File: src/rtl/pe_mac_engine_pkg.sv
// pe_mac_engine_pkg: shared state encoding and default sizing for the PE lane.
package pe_mac_engine_pkg;
    typedef enum logic [2:0] {IDLE, FETCH, DRAIN, PUSH, FIN} pe_state_t;
    localparam int DEF_DATA_W  = 8;
    localparam int DEF_ACC_W   = 20;
    localparam int DEF_MAX_DIM = 8;
    localparam int DEF_NUM_PE  = 4;
    localparam int DEF_ADDR_W  = 6;
endpackage

File: src/rtl/pe_mac_engine_mac.sv
// pe_mac_unit: registered multiply-accumulate with clear.
// PE_SAT_EN defined: saturate at 2^ACC_W-1; otherwise wrap modulo 2^ACC_W.
module pe_mac_unit #(
    parameter int DATA_W = 8,
    parameter int ACC_W  = 20
) (
    input  logic              clk,
    input  logic              rst,
    input  logic              clr,
    input  logic              en,
    input  logic [DATA_W-1:0] a,
    input  logic [DATA_W-1:0] b,
    output logic [ACC_W-1:0]  acc
);
    logic [2*DATA_W-1:0] prod;
    logic [ACC_W:0]      sum;
    logic [ACC_W-1:0]    acc_nxt;

    always_comb begin
        prod = {{DATA_W{1'b0}}, a} * {{DATA_W{1'b0}}, b};
        sum  = {1'b0, acc} + (ACC_W+1)'(prod);
`ifdef PE_SAT_EN
        // products are non-negative, so once pinned at all-ones the row stays there
        acc_nxt = sum[ACC_W] ? '1 : sum[ACC_W-1:0];
`else
        acc_nxt = sum[ACC_W-1:0];
`endif
    end

    always_ff @(posedge clk or negedge rst) begin
        if (!rst)
            acc <= '0;
        else if (clr)
            acc <= '0;
        else if (en)
            acc <= acc_nxt;
    end
endmodule

File: src/rtl/pe_mac_engine.sv
// pe_mac_engine: one matrix x vector lane computing rows p_num, p_num+NUM_PE, ...
// Accumulator overflow behaviour selected by PE_SAT_EN (see pe_mac_unit).
module pe_mac_engine
    import pe_mac_engine_pkg::*;
#(
    parameter int DATA_W  = DEF_DATA_W,
    parameter int ACC_W   = DEF_ACC_W,
    parameter int MAX_DIM = DEF_MAX_DIM,
    parameter int NUM_PE  = DEF_NUM_PE,
    parameter int ADDR_W  = DEF_ADDR_W
) (
    input  logic              clk,
    input  logic              rst,
    input  logic              start,
    input  logic [3:0]        mat_size,
    input  logic [2:0]        p_num,
    output logic [ADDR_W-1:0] ram_addr,
    input  logic [DATA_W-1:0] ram_data,
    output logic [2:0]        vec_addr,
    input  logic [DATA_W-1:0] vec_data,
    input  logic [ACC_W-1:0]  max_in,
    output logic              res_valid,
    input  logic              res_ready,
    output logic [ACC_W-1:0]  res_data,
    output logic [2:0]        res_row,
    output logic [ACC_W-1:0]  max_out,
    output logic              busy,
    output logic              done
);
    localparam int KW = $clog2(MAX_DIM);
    localparam int RW = $clog2(MAX_DIM + NUM_PE);

    pe_state_t        state, state_nxt;
    logic [3:0]       n;
    logic [RW-1:0]    row, row_nxt;
    logic [KW-1:0]    k;
    logic [ACC_W-1:0] acc, cand, m1, mx;
    logic             st, empty, last_k, xfer, rows_done;

    pe_mac_unit #(.DATA_W(DATA_W), .ACC_W(ACC_W)) u_mac (
        .clk(clk),
        .rst(rst),
        .clr(state == FETCH && k == '0),
        .en((state == FETCH && k != '0) || state == DRAIN),
        .a(ram_data),
        .b(vec_data),
        .acc(acc)
    );

    always_comb begin
        st        = state == IDLE && start;
        empty     = mat_size == 4'd0 || 32'(mat_size) > MAX_DIM || {1'b0, p_num} >= mat_size;
        last_k    = 32'(k) == 32'(n) - 1;
        xfer      = state == PUSH && res_ready;
        row_nxt   = row + RW'(NUM_PE);
        rows_done = 32'(row_nxt) >= 32'(n);
        cand      = xfer ? acc : '0;
        m1        = max_in > max_out ? max_in : max_out;
        mx        = cand > m1 ? cand : m1;
        res_valid = state == PUSH;
        res_data  = acc;
        res_row   = 3'(row);
        ram_addr  = state == FETCH ? ADDR_W'(32'(row) * 32'(n) + 32'(k)) : '0;
        vec_addr  = state == FETCH ? 3'(k) : 3'd0;
    end

    always_comb begin
        state_nxt = state;
        case (state)
            IDLE:    state_nxt = st ? (empty ? FIN : FETCH) : IDLE;
            FETCH:   state_nxt = last_k ? DRAIN : FETCH;
            DRAIN:   state_nxt = PUSH;
            PUSH:    state_nxt = res_ready ? (rows_done ? FIN : FETCH) : PUSH;
            FIN:     state_nxt = IDLE;
            default: state_nxt = IDLE;
        endcase
    end

    always_ff @(posedge clk or negedge rst) begin
        if (!rst) begin
            state   <= IDLE;
            n       <= '0;
            row     <= '0;
            k       <= '0;
            busy    <= 1'b0;
            done    <= 1'b0;
            max_out <= '0;
        end else begin
            state   <= state_nxt;
            done    <= state == FIN;
            max_out <= st ? '0 : mx;
            if (st) begin
                n    <= mat_size;
                row  <= RW'(p_num);
                k    <= '0;
                busy <= 1'b1;
            end
            if (state == FIN)
                busy <= 1'b0;
            if (state == FETCH)
                k <= last_k ? '0 : k + 1'b1;
            if (xfer)
                row <= row_nxt;
        end
    end
endmodule
File: config.mk
export PLATFORM = sky130hd
export DESIGN_NAME = pe_mac_engine
export DESIGN_NICKNAME = d
export VERILOG_FILES = /design/src/rtl/pe_mac_engine_pkg.sv /design/src/rtl/pe_mac_engine_mac.sv /design/src/rtl/pe_mac_engine.sv
export SDC_FILE = /design/constraint.sdc
export NUM_CORES = 1
export LEC_CHECK = 0
export CORE_MARGIN = 2
export CORE_UTILIZATION = 50
export CTS_CLUSTER_DIAMETER = 40
export DETAILED_ROUTE_END_ITERATION = 8
export PLACE_DENSITY_LB_ADDON = 0.12
export REMOVE_ABC_BUFFERS = 1
export SYNTH_ARGS = -nofsm -noshare
export SYNTH_HDL_FRONTEND = slang
export SYNTH_SLANG_ARGS = --single-unit
File: constraint.sdc
create_clock -name clk -period 5 [get_ports clk]
set_input_delay 0.75 -clock clk [delete_from_list [all_inputs] [get_ports clk]]
set_output_delay 0.75 -clock clk [all_outputs]
set_load 0.01 [all_outputs]
==> impl_results.md <==
- Crit share post-route: 96.5%
- Final slew viol count: 0
- Final WS setup: 0.174 ns
- CP Max Fanout: 6
- Hold Slack: 0.497 ns
- Cell count after synthesis: 804
- H-tree depth reported by CTS: 2
- IO Port Bufs: 101
- Worst-Skew Late Latency: 0.29 ns
- Placed Area: 0.00855 mm^2
- Synth Register Bits: 56
- Initial DRC count: 258
- Initial antenna violation count: 0
- NumNets Final: 1148
- Post-synth EDFFs: 0
- Area leader, netlist: dfrtp_1
- CP arrival: 5.01 ns
- Die H: 122 um
- Vias in the first global route: 6142
- PwrDens: 683 mW/mm^2
- All-Layer GR Usage: 23.2%
- Die width: 122 um
- Outcome: complete, no violations
- # setup viols final: 0
- HP Class: reg2reg
- Clock Path Buffers: 2
- FFs w/ async S/R, synth: 100%
- Avg Cell Area, Syn: 8.73 um^2
- Post-Route WL: 16.7 mm
- LEAKAGE: 4.55 nW
- Final hold vios: 0
- Routability cong.: 0.874
- Yosys top cell area share: 20.0%
- Slew margin rel.: 24.8%
- TritonCTS clock tree: yes
- Critical path type: in2reg
- Io pins: 102
- WL/cell: 14.9 um
- First-pass GRT wire length: 28.0 mm
- Maxcap violations: 0
- Tmin final: 4.83 ns
- CTS Root Cell: clkbuf_16
- Yosys warns: 0
- Clk sinks: 56
- Peak supply drop: 0.373 mV
- Post-route DRC: 0
- Core outline area: 0.0138 mm^2
- Number of vias per cell: 5.31
- Top FF cell, synth: dfrtp_1
- Area Growth Syn to Fin: 25.3%
- F_max: 207 MHz
- Largest net degree at the start of global routing: 57
- Synth area leaders: dfrtp_1, ha_1, fa_1, inv_1, and2_1
- Drt first pass iters: 4
- Area of the mapped netlist: 0.00702 mm^2
- Worst slack at placement: -0.538 ns
- Share of layout cells above drive strength 1: 9.78%
- Post-route ant nets: 0
- Netlist cell types: 61
- Reg clk slew, reported paths: 0.07 ns
- # rows: 43
- RSZ-0062 raised after global routing: no
- CP required: 5.18 ns
- TritonCTS Buffers: 5
- Seq/Total Area, Yosys: 20.0%
- Fillers: 1186
- Worst Clk Skew: 0.00621 ns
- # diodes: 0
- Postcts setup bufs: 0
- Starting Density: 50.9%
- Startpoint class of the critical path: primary input
- Post-route cell area: 0.00879 mm^2
- Vias: 5952
- Nature of the critical path endpoint: register
- Post-DP HPWL: 14.2 mm
- Worst slew pin tran: 1.12 ns
- Die area: 0.0150 mm^2
- GRT overflow: 0
==> layer usage <==
metal	track usage [%]	routed length (um)	vias to the layer above	part of all wire [%]
li1	-	-	2920	-
met1	30.3	7620	2867	46
met2	40.7	8110	139	48
met3	1.77	547	26	3.3
met4	7.83	452	0	2.7
met5	0	0	-	0
==> Yosys cell counts (all sizes together) (9+ instances only) <==
cell type  instances
inv              149
mux2i             19
xor2              11
o31ai              9
clkbuf            15
nand3              9
a211oi            22
a21o              13
a21oi             28
and2              52
nand2             81
ha               106
o21ai             27
xnor2             12
dfrtp             56
buf               10
nor2              46
fa                55
==> kinds of logic after synthesis <==
kind of cell	count (synthesis)	synth area share [%]
AND/OR/NAND/NOR	233	16.3
buffers and inverters	174	9.79
adder cells (fa/ha/maj)	161	34.6
AO/OA/AOI/OAI	135	13.2
flip-flops	56	20.0
XOR/XNOR	23	2.87
multiplexers	22	3.25
==> through the flow <==
stage / std cells / utilization, % / setup TNS, ns / power (W)
after floorplan: 779 / - / 0 / 0.00375
after global placement: 1113 / 62.1 / -3.01 / 0.00529
after detailed placement: 1113 / 62.1 / -4.05 / 0.00547
after CTS: 1121 / 63.2 / 0 / 0.00589
after global routing: 1121 / 63.8 / 0 / 0.00669
final: 1121 / 63.8 / 0 / 0.00600
==> worst max-delay path, stage by stage <==
cell and delay [ns]:
clkdlybuf4s50_1 0.57, nand2_1 0.11, fa_1 0.42, inv_1 0.09
fa_2 0.45, fa_1 0.54, inv_1 0.06, fa_1 0.52
inv_1 0.04, ha_1 0.30, buf_4 0.15, o32a_1 0.32
o21a_2 0.16, a211oi_2 0.23, xnor2_1 0.10, a22o_1 0.20
==> flip-flops by register name, summed over array words and instances, names as in the netlist <==
register / flops
n: 4
done: 1
max_out: 20
row: 4
u_mac.acc: 20
busy: 1
state: 3
k: 3
==> placed cells by master (no fill, tap or decap), drive strengths merged, types with 8 or more instances in the layout <==
master	synthesis	layout
nand3	9	9
dfrtp	56	56
buf	10	54
nor2	46	46
clkdlybuf4s50	0	85
nand4	8	8
mux2i	19	19
o31ai	9	9
a21o	13	13
clkbuf	15	8
a211oi	22	22
nor3	8	8
ha	106	106
nand2	81	81
o21ai	27	27
a21oi	28	28
and2	52	52
inv	149	149
xor2	11	11
fa	55	55
xnor2	12	12
==> path summary, 6_finish.rpt <==
path / start / cells past startpoint / end / slack, ns
setup / recovery: ram_data[0] / 16 / u_mac.acc[17] / 0.17
hold / removal: busy / 2 / busy / 0.50
setup reg to reg: u_mac.acc[4] / 17 / u_mac.acc[17] / 0.70
hold reg to reg: busy / 2 / busy / 0.50
max in group asynchronous: rst / 2 / max_out[7] / 3.92
min in group asynchronous: rst / 2 / busy / 0.59
==> where the power goes <==
part | switching [W] | internal, W | total (W) | leakage, nW
Sequential | 0.000263 | 0.000669 | 0.000932 | 0.707
Combinational | 0.00234 | 0.00234 | 0.00467 | 3.76
Clock | 0.000161 | 0.000236 | 0.000397 | 0.0808
==> final cells by class <==
cell class | instances | area (um^2) | area share, %
sequential | 56 | 1400 | 15.9
clock inverter | 2 | 35.0 | 0.399
clock buffer | 6 | 129 | 1.47
timing repair buffer | 154 | 1420 | 16.2
tap | 180 | 225 | 2.56
inverter | 149 | 559 | 6.36
multi-input combinational | 574 | 5020 | 57.1
==> timing repair <==
item	in CTS	in global routing
endpoints found under the setup margin	9	10
hold buffers	0	0
gates resized for setup	16	29
pin swaps	3	14
No activity file was read; power rests on OpenSTA's default activity.
